<file path="src/rtl/mem_port_arbiter_pkg.sv">
// Shared definitions for the memory port arbiter: width defaults, FSM states, port ids.
// Optional build macro MEM_TIMEOUT_EN is consumed by mem_port_arbiter.
package mem_port_arbiter_pkg;

    localparam int AW_DEF = 13;
    localparam int DW_DEF = 13;

    typedef enum logic [1:0] {
        ST_IDLE,
        ST_BUSY,
        ST_ACK
    } arb_state_t;

    localparam logic PORT_IF = 1'b0;
    localparam logic PORT_DM = 1'b1;

    // One-hot {dm,if} view of a port id.
    function automatic logic [1:0] port_onehot(input logic port);
        return (port == PORT_DM) ? 2'b10 : 2'b01;
    endfunction

endpackage

</file>
<file path="src/rtl/mem_port_arbiter_rr_pick2.sv">
// Combinational 2-way round-robin chooser: req[0]=IF, req[1]=DM; on a tie the
// requester that was not served last wins.
module rr_pick2
    import mem_port_arbiter_pkg::*;
(
    input  logic [1:0] req,
    input  logic       last,
    output logic       winner,
    output logic       valid
);

    always_comb begin
        valid  = |req;
        winner = PORT_IF;
        case (req)
            2'b01:   winner = PORT_IF;
            2'b10:   winner = PORT_DM;
            2'b11:   winner = ~last;
            default: winner = PORT_IF;
        endcase
    end

endmodule

</file>
<file path="src/rtl/mem_port_arbiter.sv">
// Shares one uncached Main_Memory port between instruction fetch and data access.
// Define MEM_TIMEOUT_EN to abort a BUSY phase after TIMEOUT_CYCLES without Done.
module mem_port_arbiter
    import mem_port_arbiter_pkg::*;
#(
    parameter int AW             = AW_DEF,
    parameter int DW             = DW_DEF,
    parameter int TIMEOUT_CYCLES = 16
) (
    input  logic          clk,
    input  logic          reset,
    input  logic          if_req,
    input  logic [AW-1:0] if_addr,
    output logic [DW-1:0] if_rdata,
    output logic          if_ack,
    input  logic          dm_req,
    input  logic          dm_we,
    input  logic [AW-1:0] dm_addr,
    input  logic [DW-1:0] dm_wdata,
    output logic [DW-1:0] dm_rdata,
    output logic          dm_ack,
    output logic          err,
    output logic [1:0]    grant,
    output logic [AW-1:0] mem_addr,
    output logic [DW-1:0] mem_wdata,
    input  logic [DW-1:0] mem_rdata,
    output logic          mem_write,
    output logic          mem_read,
    output logic          mem_instr,
    input  logic          mem_done
);

    localparam logic [4:0] TO_LAST = 5'(TIMEOUT_CYCLES - 1);

    arb_state_t    state_q, state_d;
    logic          owner_q;
    logic          last_q;
    logic          we_q;
    logic [AW-1:0] addr_q;
    logic [DW-1:0] wdata_q;
    logic [DW-1:0] if_rdata_q;
    logic [DW-1:0] dm_rdata_q;

    logic          pick_winner;
    logic          pick_valid;
    logic          timeout;
    logic          capture;
    logic [DW-1:0] cap_data;

    rr_pick2 u_pick (
        .req    ({dm_req, if_req}),
        .last   (last_q),
        .winner (pick_winner),
        .valid  (pick_valid)
    );

`ifdef MEM_TIMEOUT_EN
    logic [4:0] busy_cnt_q;
    logic       err_q;

    assign timeout = (state_q == ST_BUSY) && !mem_done && (busy_cnt_q == TO_LAST);
    assign err     = err_q;

    always_ff @(posedge clk) begin
        if (reset) begin
            busy_cnt_q <= '0;
            err_q      <= 1'b0;
        end else begin
            case (state_q)
                ST_IDLE: begin
                    busy_cnt_q <= '0;
                    err_q      <= 1'b0;
                end
                ST_BUSY: begin
                    busy_cnt_q <= busy_cnt_q + 5'd1;
                    if (timeout) err_q <= 1'b1;
                end
                ST_ACK:  err_q <= 1'b0;
                default: ;
            endcase
        end
    end
`else
    logic unused_timeout_cfg;
    assign unused_timeout_cfg = ^TO_LAST;
    assign timeout = 1'b0;
    assign err     = 1'b0;
`endif

    always_comb begin
        state_d = state_q;
        case (state_q)
            ST_IDLE: if (pick_valid) state_d = ST_BUSY;
            ST_BUSY: if (mem_done || timeout) state_d = ST_ACK;
            ST_ACK:  state_d = ST_IDLE;
            default: state_d = ST_IDLE;
        endcase
    end

    // A normal finish returns memory data; an abort returns all-ones.
    assign capture  = (state_q == ST_BUSY) && (mem_done || timeout);
    assign cap_data = mem_done ? mem_rdata : '1;

    always_ff @(posedge clk) begin
        if (reset) begin
            state_q    <= ST_IDLE;
            owner_q    <= PORT_IF;
            last_q     <= PORT_DM;
            we_q       <= 1'b0;
            addr_q     <= '0;
            wdata_q    <= '0;
            if_rdata_q <= '0;
            dm_rdata_q <= '0;
        end else begin
            state_q <= state_d;
            if (state_q == ST_IDLE && pick_valid) begin
                owner_q <= pick_winner;
                last_q  <= pick_winner;
                if (pick_winner == PORT_DM) begin
                    we_q    <= dm_we;
                    addr_q  <= dm_addr;
                    wdata_q <= dm_wdata;
                end else begin
                    we_q    <= 1'b0;
                    addr_q  <= if_addr;
                    wdata_q <= '0;
                end
            end
            if (capture) begin
                if (owner_q == PORT_IF)
                    if_rdata_q <= cap_data;
                else if (!we_q)
                    dm_rdata_q <= cap_data;
            end
        end
    end

    assign mem_read  = (state_q == ST_BUSY) && !we_q;
    assign mem_write = (state_q == ST_BUSY) && we_q;
    assign mem_instr = (state_q == ST_BUSY) && (owner_q == PORT_IF);
    assign mem_addr  = addr_q;
    assign mem_wdata = wdata_q;
    assign grant     = (state_q == ST_IDLE) ? 2'b00 : port_onehot(owner_q);
    assign if_ack    = (state_q == ST_ACK) && (owner_q == PORT_IF);
    assign dm_ack    = (state_q == ST_ACK) && (owner_q == PORT_DM);
    assign if_rdata  = if_rdata_q;
    assign dm_rdata  = dm_rdata_q;

endmodule

</file>
<file path="config.mk">
export PLATFORM = sky130hd
export DESIGN_NAME = mem_port_arbiter
export DESIGN_NICKNAME = d
export VERILOG_FILES = /design/src/rtl/mem_port_arbiter_pkg.sv /design/src/rtl/mem_port_arbiter_rr_pick2.sv /design/src/rtl/mem_port_arbiter.sv
export SDC_FILE = /design/constraint.sdc
export NUM_CORES = 1
export LEC_CHECK = 0
export ABC_CLOCK_PERIOD_IN_PS = 1570
export BUFFER_PORTS_ARGS = -buffer_cell sky130_fd_sc_hd__buf_2
export CAP_MARGIN = 30
export CORE_MARGIN = 2
export CORE_UTILIZATION = 40
export CTS_CLUSTER_SIZE = 10
export DETAILED_ROUTE_END_ITERATION = 12
export PLACE_DENSITY = 0.71
export SYNTH_ARGS = -nofsm -noshare
export SYNTH_HDL_FRONTEND = slang
export SYNTH_SLANG_ARGS = --single-unit
</file>
<file path="constraint.sdc">
create_clock -name clk -period 1.57 [get_ports clk]
set_clock_uncertainty 0.15 [all_clocks]
set_input_delay 0.157 -clock clk [delete_from_list [all_inputs] [get_ports clk]]
set_output_delay 0.157 -clock clk [all_outputs]
set_load 0.01 [all_outputs]
</file>
[Yosys cells after proc, flatten, opt, wreduce, memory -nomap -nowiden]
Cells that the tools add are included.
Storage, ports and cells
  register bits after elaboration: 57
  bits of input ports: 58
  output and inout port bits: 60
  logic and storage cells: 40
Operators by class
  equal/unequal tests: 6
  multiplexer cells: 10
  bitwise gates (word level): 3
  reductions and logical operators: 13
Operator list (count)
  13-bit two-way mux: 3
  2-bit two-way mux: 4
  1-bit logical AND: 7
  2-bit equality test, second input constant: 3
  2-bit != test, second input constant: 2
  2-bit case mux with 2 select lines: 1
  2-bit AND reduction: 2
  1-bit inverter: 3
  3-bit AND reduction: 1
  2-bit by 1-bit equality test with 1-bit output, second input constant: 1
  2-bit zero test: 1
  1-bit case mux with 2 select lines: 1
  2-bit OR reduction: 1
  1-bit zero test: 1
  1-bit two-way mux: 1

[Logic depth before layout (Yosys ltp)]
Gate-level depths: netlist of the first run.
  depth after elaboration: 3
  mapped depth: 5
  gate-level depth less buffers: 3

[Cells and area by module]
A second synthesis of the first run with hierarchy kept.
Second synthesis, totals
  cells, all modules: 266
  area total of the unflattened synthesis: 2397.3 um^2
By module, submodules not included
  mem_port_arbiter: instances 1, cells each 264, area an instance 2383.5 um^2, sequential area each 1141.1 um^2
  rr_pick2: instances 1, cells each 2, area an instance 13.8 um^2, sequential area each 0.0 um^2

[Least setup slack after synthesis of the first run]
OpenSTA, ideal clock, no wires.
  kind: register to register
  start point: register state_q[0]
  end point: register dm_rdata_q[10], in the netlist dm_rdata[10]
  setup time: 72 ps
  data arrival time: 1200 ps
  data required time: 1348 ps
  setup slack: 149 ps
  cell stages (with the launch flop): 6
  path buffers: 2
  period minus slack after synthesis: 1421 ps
  cell sequence: dfxtp_1 -> nor2b_1 -> and4b_1 -> buf_4 -> buf_8 -> mux2i_1
On the way
  word-level cells in the longest chain between the ends: 3
RTL lines
  start: declaration: line mem_port_arbiter.sv:35  | arb_state_t state_q, state_d;
  start signal: assignment: line mem_port_arbiter.sv:115  | state_q <= state_d;
  2-bit by 1-bit equality test with 1-bit output: line mem_port_arbiter.sv:101  | assign capture = (state_q == ST_BUSY) && (mem_done || timeout);
  1-bit logical AND: line mem_port_arbiter.sv:101
  3-bit AND reduction (no line)
  end signal: assignment: line mem_port_arbiter.sv:133  | dm_rdata_q <= cap_data;
  end: declaration: line mem_port_arbiter.sv:42  | logic [DW-1:0] dm_rdata_q;
Every way passes these cells.
A chain may end at the register's enable or synchronous reset.

[Worst setup path in the final report of the first run]
  start point: register state_q[1]
  end point: output port grant[1]
On the way
  word-level cells in the longest chain between the ends: 2
RTL lines
  2-bit zero test: line mem_port_arbiter.sv:143  | assign grant = (state_q == ST_IDLE) ? 2'b00 : port_onehot(owner_q);
  2-bit two-way mux: line mem_port_arbiter.sv:143
  end: declaration: line mem_port_arbiter.sv:23  | output logic [1:0] grant,
Every way passes these cells.

==> results.py, run 1 <==
metrics = {
    "detailed_routing": {
        "drt_iter0_drc": 79,
        "vias": 2748,
        "routed_wl_mm": 7.52,
        "drcViolationCount": 0,
        "firstDrtPassIters": 4,
        "viasPerCell": 5.16,
        "ant_nets": 0,
        "wire_per_inst_um": 14.1,
    },
    "clock_tree": {
        "path_clk_slew_ps": 60,
        "clockRootBuffer": "clkbuf_8",
        "insertion_delay_ps": 320,
        "h-tree-depth": 3,
        "cts_buffers": 9,
        "cts_tree": "yes",
        "cts.sinks": 57,
        "cts_max_path_buffers": 2,
    },
    "pwr": {
        "p_leak_nw": 1.75,
        "power_switching_mw": 0.965,
        "power.share.sequential_pct": 43.0,
        "combinationalPowerShare_pct": 20.3,
        "clkPwrFrac_pct": 36.7,
        "switching_share_pct": 26.2,
        "ir_drop_mv": 0.580,
        "p_int_mw": 2.72,
        "p_per_area_nw_per_um2": 943,
    },
    "worst_setup_path": {
        "arrival_ps": 1240,
        "worst-path-max-fanout": 8,
        "critPathKind": "flip-flop to output pin",
        "worstSetupStartpointType": "flip-flop",
        "r2r_setup_slack_ps": 50,
        "end_kind": "output pin",
        "timing.rr.start": "state_q[1]",
        "r2r_end": "mem_addr[2]",
        "r2r_cells": 5,
        "cp_data_required_time_ps": 1260,
    },
    "finish": {
        "utilization_pct": 66.5,
        "drive_gt1_share_pct": 33.8,
        "final_cells": 533,
        "fin_nets": 512,
        "n_fill_cell": 471,
        "stdcell_area_um2": 3910,
        "syn_to_final_growth_pct": 61.3,
        "diodes": 0,
    },
    "timing": {
        "fmax_ghz": 0.646,
        "timing.hold.ws_ps": 135,
        "fin_crit_sh_pct": 98.5,
        "tns_ps": 0,
        "slew_violations": 0,
        "fin_crit_ps": 1550,
        "tightest_slew_ps": 518,
        "hold_violations": 0,
        "rsz0062_at_grt": "true",
        "setup_viol": 0,
        "slew_headroom_pct": 65.4,
    },
    "global_routing": {
        "grt.total_usage_pct": 22.8,
        "grt_pass1_wl_mm": 11.7,
        "grt_max_degree": 71,
        "grt_pass1_vias": 2538,
        "antenna_found_initial": 0,
        "overflow": 0,
    },
    "yosys": {
        "async_flop_share_pct": 0,
        "synth-seq-cells": 57,
        "ys_warn_count": 0,
        "synth_ff_type": "dfxtp_1",
        "postSynthCellCount": 284,
        "synth_cell_types": 30,
        "avgSynthCellArea_um2": 8.54,
        "syn_area_um2": 2420,
        "seq_area_frac_synth_pct": 47.1,
        "synth_edf_count": 0,
        "synthesis.nets": 342,
    },
    "placed_design": {
        "place_congestion": 0.744,
        "place_area_um2": 3100,
        "dp_cells": 460,
        "hpwl_mm": 4.24,
        "io_buffers": 116,
    },
    "hold_path": {
        "hold_path_depth": 4,
        "hold_end": "mem_wdata[5]",
        "hold_path_startpoint": "dm_req",
        "hold_class": "input port to flip-flop",
    },
    "run": {
        "drv_cap": 0,
    },
    "floorplanning": {
        "start_util_pct": 41.2,
        "fp.dieH_um": 81.9,
        "die_x_um": 81.9,
        "rows": 28,
        "boundaryPins": 118,
        "core_um2": 5890,
        "die_area_um2": 6700,
    },
    "status": {
        "status": "finished clean",
    },
}
worst max-delay path, cell delays in order (launching register included):
cell and delay [ps]:
dfxtp_4 370, or2_4 280, and2_4 160, buf_6 110
worst max path at each step:
| stage | start | endpoint | cells after the start |
|---|---|---|---|
| after detailed placement | state_q[1] | mem_addr[4] | 4 |
| after global placement | state_q[1] | mem_addr[0] | 4 |
| after CTS | state_q[1] | grant[1] | 3 |
| final | state_q[1] | grant[1] | 3 |
| after floorplan | state_q[0] | dm_rdata[10] | 5 |
| after global routing | state_q[1] | grant[1] | 3 |
logic make-up (layout without fill, tap and decap cells):
| logic type | count (synthesis) | after routing | share of synthesized area, % |
|---|---|---|---|
| AO/OA/AOI/OAI | 73 | 73 | 17.6 |
| buffers and inverters | 25 | 199 | 5.26 |
| flip-flops | 57 | 57 | 47.1 |
| multiplexers | 13 | 13 | 5.37 |
| other | 1 | 1 | 0.155 |
| AND/OR/NAND/NOR | 115 | 115 | 24.6 |
cell usage after synthesis (all sizes together) (2+ instances only):
cell | n | area share [%]
and2 | 2 | 0.52
nand4 | 14 | 3.6
nand2b | 27 | 7.0
a21oi | 41 | 8.5
clkbuf | 12 | 1.9
a311oi | 13 | 4.7
dfxtp | 57 | 47
nor2b | 2 | 0.52
or2 | 2 | 0.52
o21ai | 16 | 3.3
buf | 13 | 3.4
nand2 | 54 | 8.4
nor2 | 7 | 1.5
mux2i | 13 | 5.4
metal layers:
layer	vias to the layer above	routed length (um)	global-route usage, %
met5	-	0	0
li1	1335	-	-
met1	1288	3040	27.5
met3	15	476	5.16
met2	110	3850	38.3
met4	0	155	10.8
cell type report:
cell class / instances / area [um2] / share of cell area (%)
Clock buffer: 12 / 155 / 3.97
Clock inverter: 3 / 40.0 / 1.02
Multi-Input combinational cell: 202 / 1170 / 30.0
Sequential cell: 57 / 1150 / 29.3
Tap cell: 75 / 93.8 / 2.40
Timing Repair Buffer: 184 / 1300 / 33.3
per-stage QoR:
stage          power [mW]  setup WS (ps)
2_1_floorplan        1.94            149
3_3_place_gp         2.19            148
3_5_place_dp         2.20           87.9
4_1_cts              3.69          -14.0
5_1_grt              3.86          -13.4
6_report             3.69           23.1
sequential cells by signal, summed over array words and instances, names as in the netlist:
signal	cells
dm_rdata	13
if_rdata	13
last_q	1
mem_addr	13
mem_wdata	13
owner_q	1
state_q	2
we_q	1
power groups by stage:
stage	logic (mW)	registers [mW]	clock network, mW
2_1_floorplan	0.292	1.65	0
3_3_place_gp	0.581	1.61	0
3_5_place_dp	0.591	1.61	0
4_1_cts	0.730	1.58	1.38
5_1_grt	0.818	1.59	1.45
6_report	0.749	1.58	1.36
placed cells by master, fill, tap and decap left out, drive strengths merged, types with 2 or more instances in the layout:
cell type and instances:
a21oi 41, a311oi 13, and2 2, buf 129, clkbuf 12, clkinv 2
dfxtp 57, dlygate4sd3 54, mux2i 13, nand2 54, nand2b 27, nand4 14
nor2 7, nor2b 2, o21ai 16, or2 2
repair_timing:
item / CTS / global route
gates cloned: 1 / 0
buffers inserted: 1 / 3
hold buffers: 54 / 0
pin swaps: 1 / 4
resized for setup: 3 / 7
setup endpoints to repair: 2 / 8
hold endpoints to repair: 54 / 0
Power figures use the tool's default switching activity.
==> run 2: changes to the inputs <==
ABC_CLOCK_PERIOD_IN_PS = 2000   (was 1570)
clock period = 2 ns   (was 1.57 ns; I/O delays follow)
==> run 2 against run 1 <==
Against the previous run:
- sequential share of layout area increased by 0.93 points
- clock power decreased by 18%
- final cell count decreased by 1.1%
- sequential cell count unchanged
- via count decreased by 1.6%
- non-clock buffer count decreased by 7
- register-to-register slack improved by 260 ps
- largest power group unchanged
- highest routed layer unchanged
==> results.py, run 2 (synthesis gave the netlist of run 1 again) <==
metrics = {
    "hold_path": {
        "hold_end": "we_q",
        "hold_path_depth": 3,
        "hold_class": "input port to flip-flop",
        "hold_path_startpoint": "dm_req",
    },
    "worst_setup_path": {
        "timing.rr.start": "state_q[1]",
        "r2r_setup_slack_ps": 310,
        "critPathSlowestCell": "dfxtp_1",
        "cp.depth": 3,
        "worst-path-max-fanout": 9,
        "r2r_cells": 3,
        "path_cells": "or2_1, and2_1, buf_2",
        "r2r_end": "mem_addr[5]",
        "end_kind": "output pin",
        "path_delay_family": "simple AND/OR/NAND/NOR gates",
        "critPathKind": "flip-flop to output pin",
        "worstSetupStartpointType": "flip-flop",
        "arrival_ps": 1390,
        "cp_slowest_stage_delay_ps": 360,
        "critPathBufInv": 1,
        "cp_data_required_time_ps": 1650,
    },
    "pwr": {
        "combinationalPowerShare_pct": 18.0,
        "power.share.sequential_pct": 43.1,
        "p_int_mw": 2.13,
        "p_total_mw": 2.89,
        "p_per_area_nw_per_um2": 765,
        "p_leak_nw": 1.69,
        "clkPwrFrac_pct": 38.8,
        "switching_share_pct": 26.2,
        "power_switching_mw": 0.757,
        "ir_drop_mv": 0.527,
    },
    "clock_tree": {
        "cts_resized": 0,
        "clockRootBuffer": "clkbuf_8",
        "cts_tree": "yes",
        "insertion_delay_ps": 330,
        "h-tree-depth": 3,
        "path_clk_slew_ps": 60,
        "cts.sinks": 57,
        "cts_buffers": 9,
        "post_cts_buffers": 0,
        "cts_max_path_buffers": 2,
        "hold_buffers": 54,
    },
    "timing": {
        "fmax_ghz": 0.574,
        "hold_violations": 0,
        "fin_crit_ps": 1740,
        "setup_viol": 0,
        "fin_crit_sh_pct": 87.1,
        "tns_ps": 0,
        "slew_headroom_pct": 62.4,
        "timing.hold.ws_ps": 159,
        "setup_ws_ps": 258,
        "rsz0062_at_grt": "false",
        "slew_violations": 0,
        "tightest_slew_ps": 564,
    },
    "run": {
        "drv_cap": 0,
    },
    "placed_design": {
        "dp_cells": 457,
        "place_congestion": 0.788,
        "dp_slack_ps": 352,
        "hpwl_mm": 4.46,
        "io_buffers": 116,
        "place_area_um2": 3030,
    },
    "detailed_routing": {
        "drcViolationCount": 0,
        "viasPerCell": 5.13,
        "ant_nets": 0,
        "routed_wl_mm": 7.45,
        "firstDrtPassIters": 4,
        "drt_iter0_drc": 88,
        "wire_per_inst_um": 14.1,
        "vias": 2703,
    },
    "finish": {
        "diodes": 0,
        "final_cells": 527,
        "fin_nets": 505,
        "final_cell_mix": "buf_2, dfxtp_1, nand2_1, dlygate4sd3_1, a21oi_1",
        "drive_gt1_share_pct": 31.6,
        "utilization_pct": 64.1,
        "final_common_cell": "buf_2",
        "stdcell_area_um2": 3770,
        "n_fill_cell": 518,
        "syn_to_final_growth_pct": 55.7,
    },
    "floorplanning": {
        "die_x_um": 81.9,
        "rows": 28,
        "start_util_pct": 41.2,
        "boundaryPins": 118,
        "core_um2": 5890,
        "die_area_um2": 6700,
        "fp.dieH_um": 81.9,
    },
    "global_routing": {
        "grt.total_usage_pct": 22.6,
        "grt_pass1_wl_mm": 11.4,
        "overflow": 0,
        "antenna_found_initial": 0,
        "grt_max_degree": 42,
        "grt_pass1_vias": 2582,
    },
    "status": {
        "status": "finished clean",
    },
}
-- run 2: layout make-up --
class	count	area, um2	share of cell area [%]
Sequential cell	57	1140	30.2
Clock inverter	2	35.0	0.928
Multi-Input combinational cell	202	1160	30.7
Timing Repair Buffer	177	1170	31.1
Clock buffer	14	173	4.57
Tap cell	75	93.8	2.49
-- run 2: metal layers --
metal | up-vias | part of all wire (%) | GRT usage, %
met1 | 1229 | 40 | 24.6
met2 | 127 | 49 | 36.8
met3 | 30 | 6.7 | 7.36
li1 | 1317 | - | -
met4 | 0 | 4.6 | 16.0
met5 | - | 0 | 0
-- run 2: worst max path at each step --
stage,to,start,slack [ps]
after floorplan,dm_rdata[10],state_q[0],580
after global placement,mem_addr[5],state_q[1],390
after detailed placement,mem_addr[8],state_q[1],350
after CTS,grant[1],state_q[1],230
after global routing,grant[1],state_q[0],120
final,grant[1],state_q[1],260
-- run 2: power by group through the flow --
stage / registers [mW] / clock network [mW] / logic, mW
final: 1.25 / 1.12 / 0.520
after global placement: 1.27 / 0 / 0.427
after global routing: 1.25 / 1.19 / 0.576
after CTS: 1.24 / 1.15 / 0.516
after detailed placement: 1.27 / 0 / 0.433
after floorplan: 1.29 / 0 / 0.230
-- run 2: worst min-delay path: cells and delay by family --
family / cells / cell delay [ps]
AOI/OAI and AO/OA: 1 / 60
buffers and inverters: 1 / 220
and+or+nand+nor: 1 / 110
==> run 3: changes to the inputs <==
CTS_BUF_LIST = sky130_fd_sc_hd__clkbuf_2   (was unset)
==> run 3 against run 2 <==
Against the previous run:
- first-iteration DRC count grew 61%
- power shrank 13%
- critical path depth grew 3
- sequential cell count is the same
- clock power shrank 38%
- utilization grew 0.89 points
- final cell count grew 2.7%
- sequential power is essentially flat
- global-route usage grew 0.57 points
- maximum frequency shrank 9.6%
- combinational power grew 6.7%
- via count grew 2.7%
- critical endpoint is now mem_addr[7]
==> results.py, run 3 (synthesis gave the netlist of run 1 again) <==
metrics = {
    "floorplanning": {
        "boundaryPins": 118,
        "rows": 28,
        "start_util_pct": 41.2,
        "die_area_um2": 6700,
        "core_um2": 5890,
        "die_x_um": 81.9,
        "fp.dieH_um": 81.9,
    },
    "worst_setup_path": {
        "worstSetupStartpointType": "input port",
        "cp_data_required_time_ps": 2240,
        "worst_path_most_repeated_cell": "dlygate4sd3_1",
        "critPathKind": "input port to flip-flop",
        "cp_slowest_stage_delay_ps": 560,
        "arrival_ps": 2170,
        "path_cells": "dlygate4sd3_1, clkbuf_4, a21boi_4, nand2_1, dlygate4sd3_1, a311oi_1",
        "end_kind": "flip-flop",
        "worst-path-max-fanout": 17,
        "critPathSlowestCell": "dlygate4sd3_1",
    },
    "timing": {
        "setup_viol": 0,
        "rsz0062_at_grt": "false",
        "hold_violations": 0,
        "tns_ps": 0,
        "tightest_slew_ps": 570,
        "fmax_ghz": 0.519,
        "slew_headroom_pct": 62.0,
        "slew_violations": 0,
        "timing.hold.ws_ps": 102,
        "fin_crit_ps": 1930,
        "fin_crit_sh_pct": 96.3,
    },
    "finish": {
        "final_cell_mix": "buf_2, dlygate4sd3_1, dfxtp_1, nand2_1, a21oi_1",
        "final_common_cell": "buf_2",
        "drive_gt1_share_pct": 30.9,
        "fin_nets": 519,
        "utilization_pct": 65.0,
        "final_cells": 541,
        "multi_input_area_um2": 1170,
        "diodes": 0,
        "n_fill_cell": 517,
        "syn_to_final_growth_pct": 57.8,
        "stdcell_area_um2": 3830,
        "regArea_um2": 1140,
    },
    "global_routing": {
        "grt.total_usage_pct": 23.2,
        "antenna_found_initial": 0,
        "overflow": 0,
        "grt_pass1_vias": 2701,
        "grt_max_degree": 42,
        "grt_pass1_wl_mm": 11.9,
    },
    "detailed_routing": {
        "ant_nets": 0,
        "drt_iter0_drc": 142,
        "drcViolationCount": 0,
        "viasPerCell": 5.13,
        "wire_per_inst_um": 14.4,
        "firstDrtPassIters": 4,
        "vias": 2777,
        "routed_wl_mm": 7.79,
    },
    "placed_design": {
        "hpwl_mm": 4.46,
        "place_area_um2": 3030,
        "place_congestion": 0.788,
        "dp_cells": 457,
        "io_buffers": 116,
    },
    "hold_path": {
        "hold_class": "input port to flip-flop",
    },
    "pwr": {
        "p_per_area_nw_per_um2": 653,
        "ir_drop_mv": 0.413,
        "p_leak_nw": 1.69,
    },
    "run": {
        "drv_cap": 0,
    },
    "clock_tree": {
        "clockRootBuffer": "clkbuf_2",
        "cts_max_path_buffers": 2,
        "h-tree-depth": 3,
        "path_clk_slew_ps": 170,
        "insertion_delay_ps": 450,
        "cts_buffers": 9,
        "cts_tree": "yes",
        "cts.sinks": 57,
    },
    "status": {
        "status": "finished clean",
    },
}
## run 3: critical path: cells and delay by family
| family | cells | cell delay, ps |
|---|---|---|
| buf+inv | 3 | 1350 |
| compound gates | 2 | 550 |
| simple gates | 1 | 80 |
## run 3: cell type report
type	count	area share, %
clock buffer	11	1.44
timing repair buffer	191	34.5
multi-input combinational	202	30.6
clock inverter	5	1.21
sequential	57	29.8
tap	75	2.45
## run 3: per-stage QoR
step | power, mW | setup WS [ps]
2_1_floorplan | 1.52 | 579
3_3_place_gp | 1.69 | 390
3_5_place_dp | 1.70 | 352
4_1_cts | 2.50 | 30.6
5_1_grt | 2.63 | 36.6
6_report | 2.50 | 73.0
## run 3: routing by layer
metal  share of wire [%]  wire length, um  GRT usage (%)  vias up
met1                  40             3140           25.0     1271
met3                 6.9              539           7.36       22
met5                   0                0              0        -
met4                 3.3              256           13.3        0
met2                  49             3850           39.7      133
li1                    -                -              -     1351
## run 3: path summary, 6_finish.rpt
path / from / endpoint / slack (ps) / depth (start not counted)
setup / recovery: dm_req / mem_addr[7] / 70 / 6
hold / removal: reset / if_rdata[10] / 100 / 2
setup reg to reg: state_q[1] / mem_wdata[12] / 180 / 5
hold reg to reg: if_rdata[7] / if_rdata[7] / 320 / 2
## run 3: repair_timing
item | in CTS | in global routing
hold endpoints to repair | 56 | 0
hold buffers | 68 | 0
endpoints found under the setup margin | 0 | 4
setup buffers | 0 | 0
resized for setup | 0 | 5
## run 3: power by group
group,switching [mW],leakage (nW),internal [mW],total [mW]
clock network,0.410,0.0684,0.286,0.696
registers,0.0431,0.466,1.20,1.25
logic,0.279,1.16,0.276,0.555
total,0.732,1.69,1.77,2.50
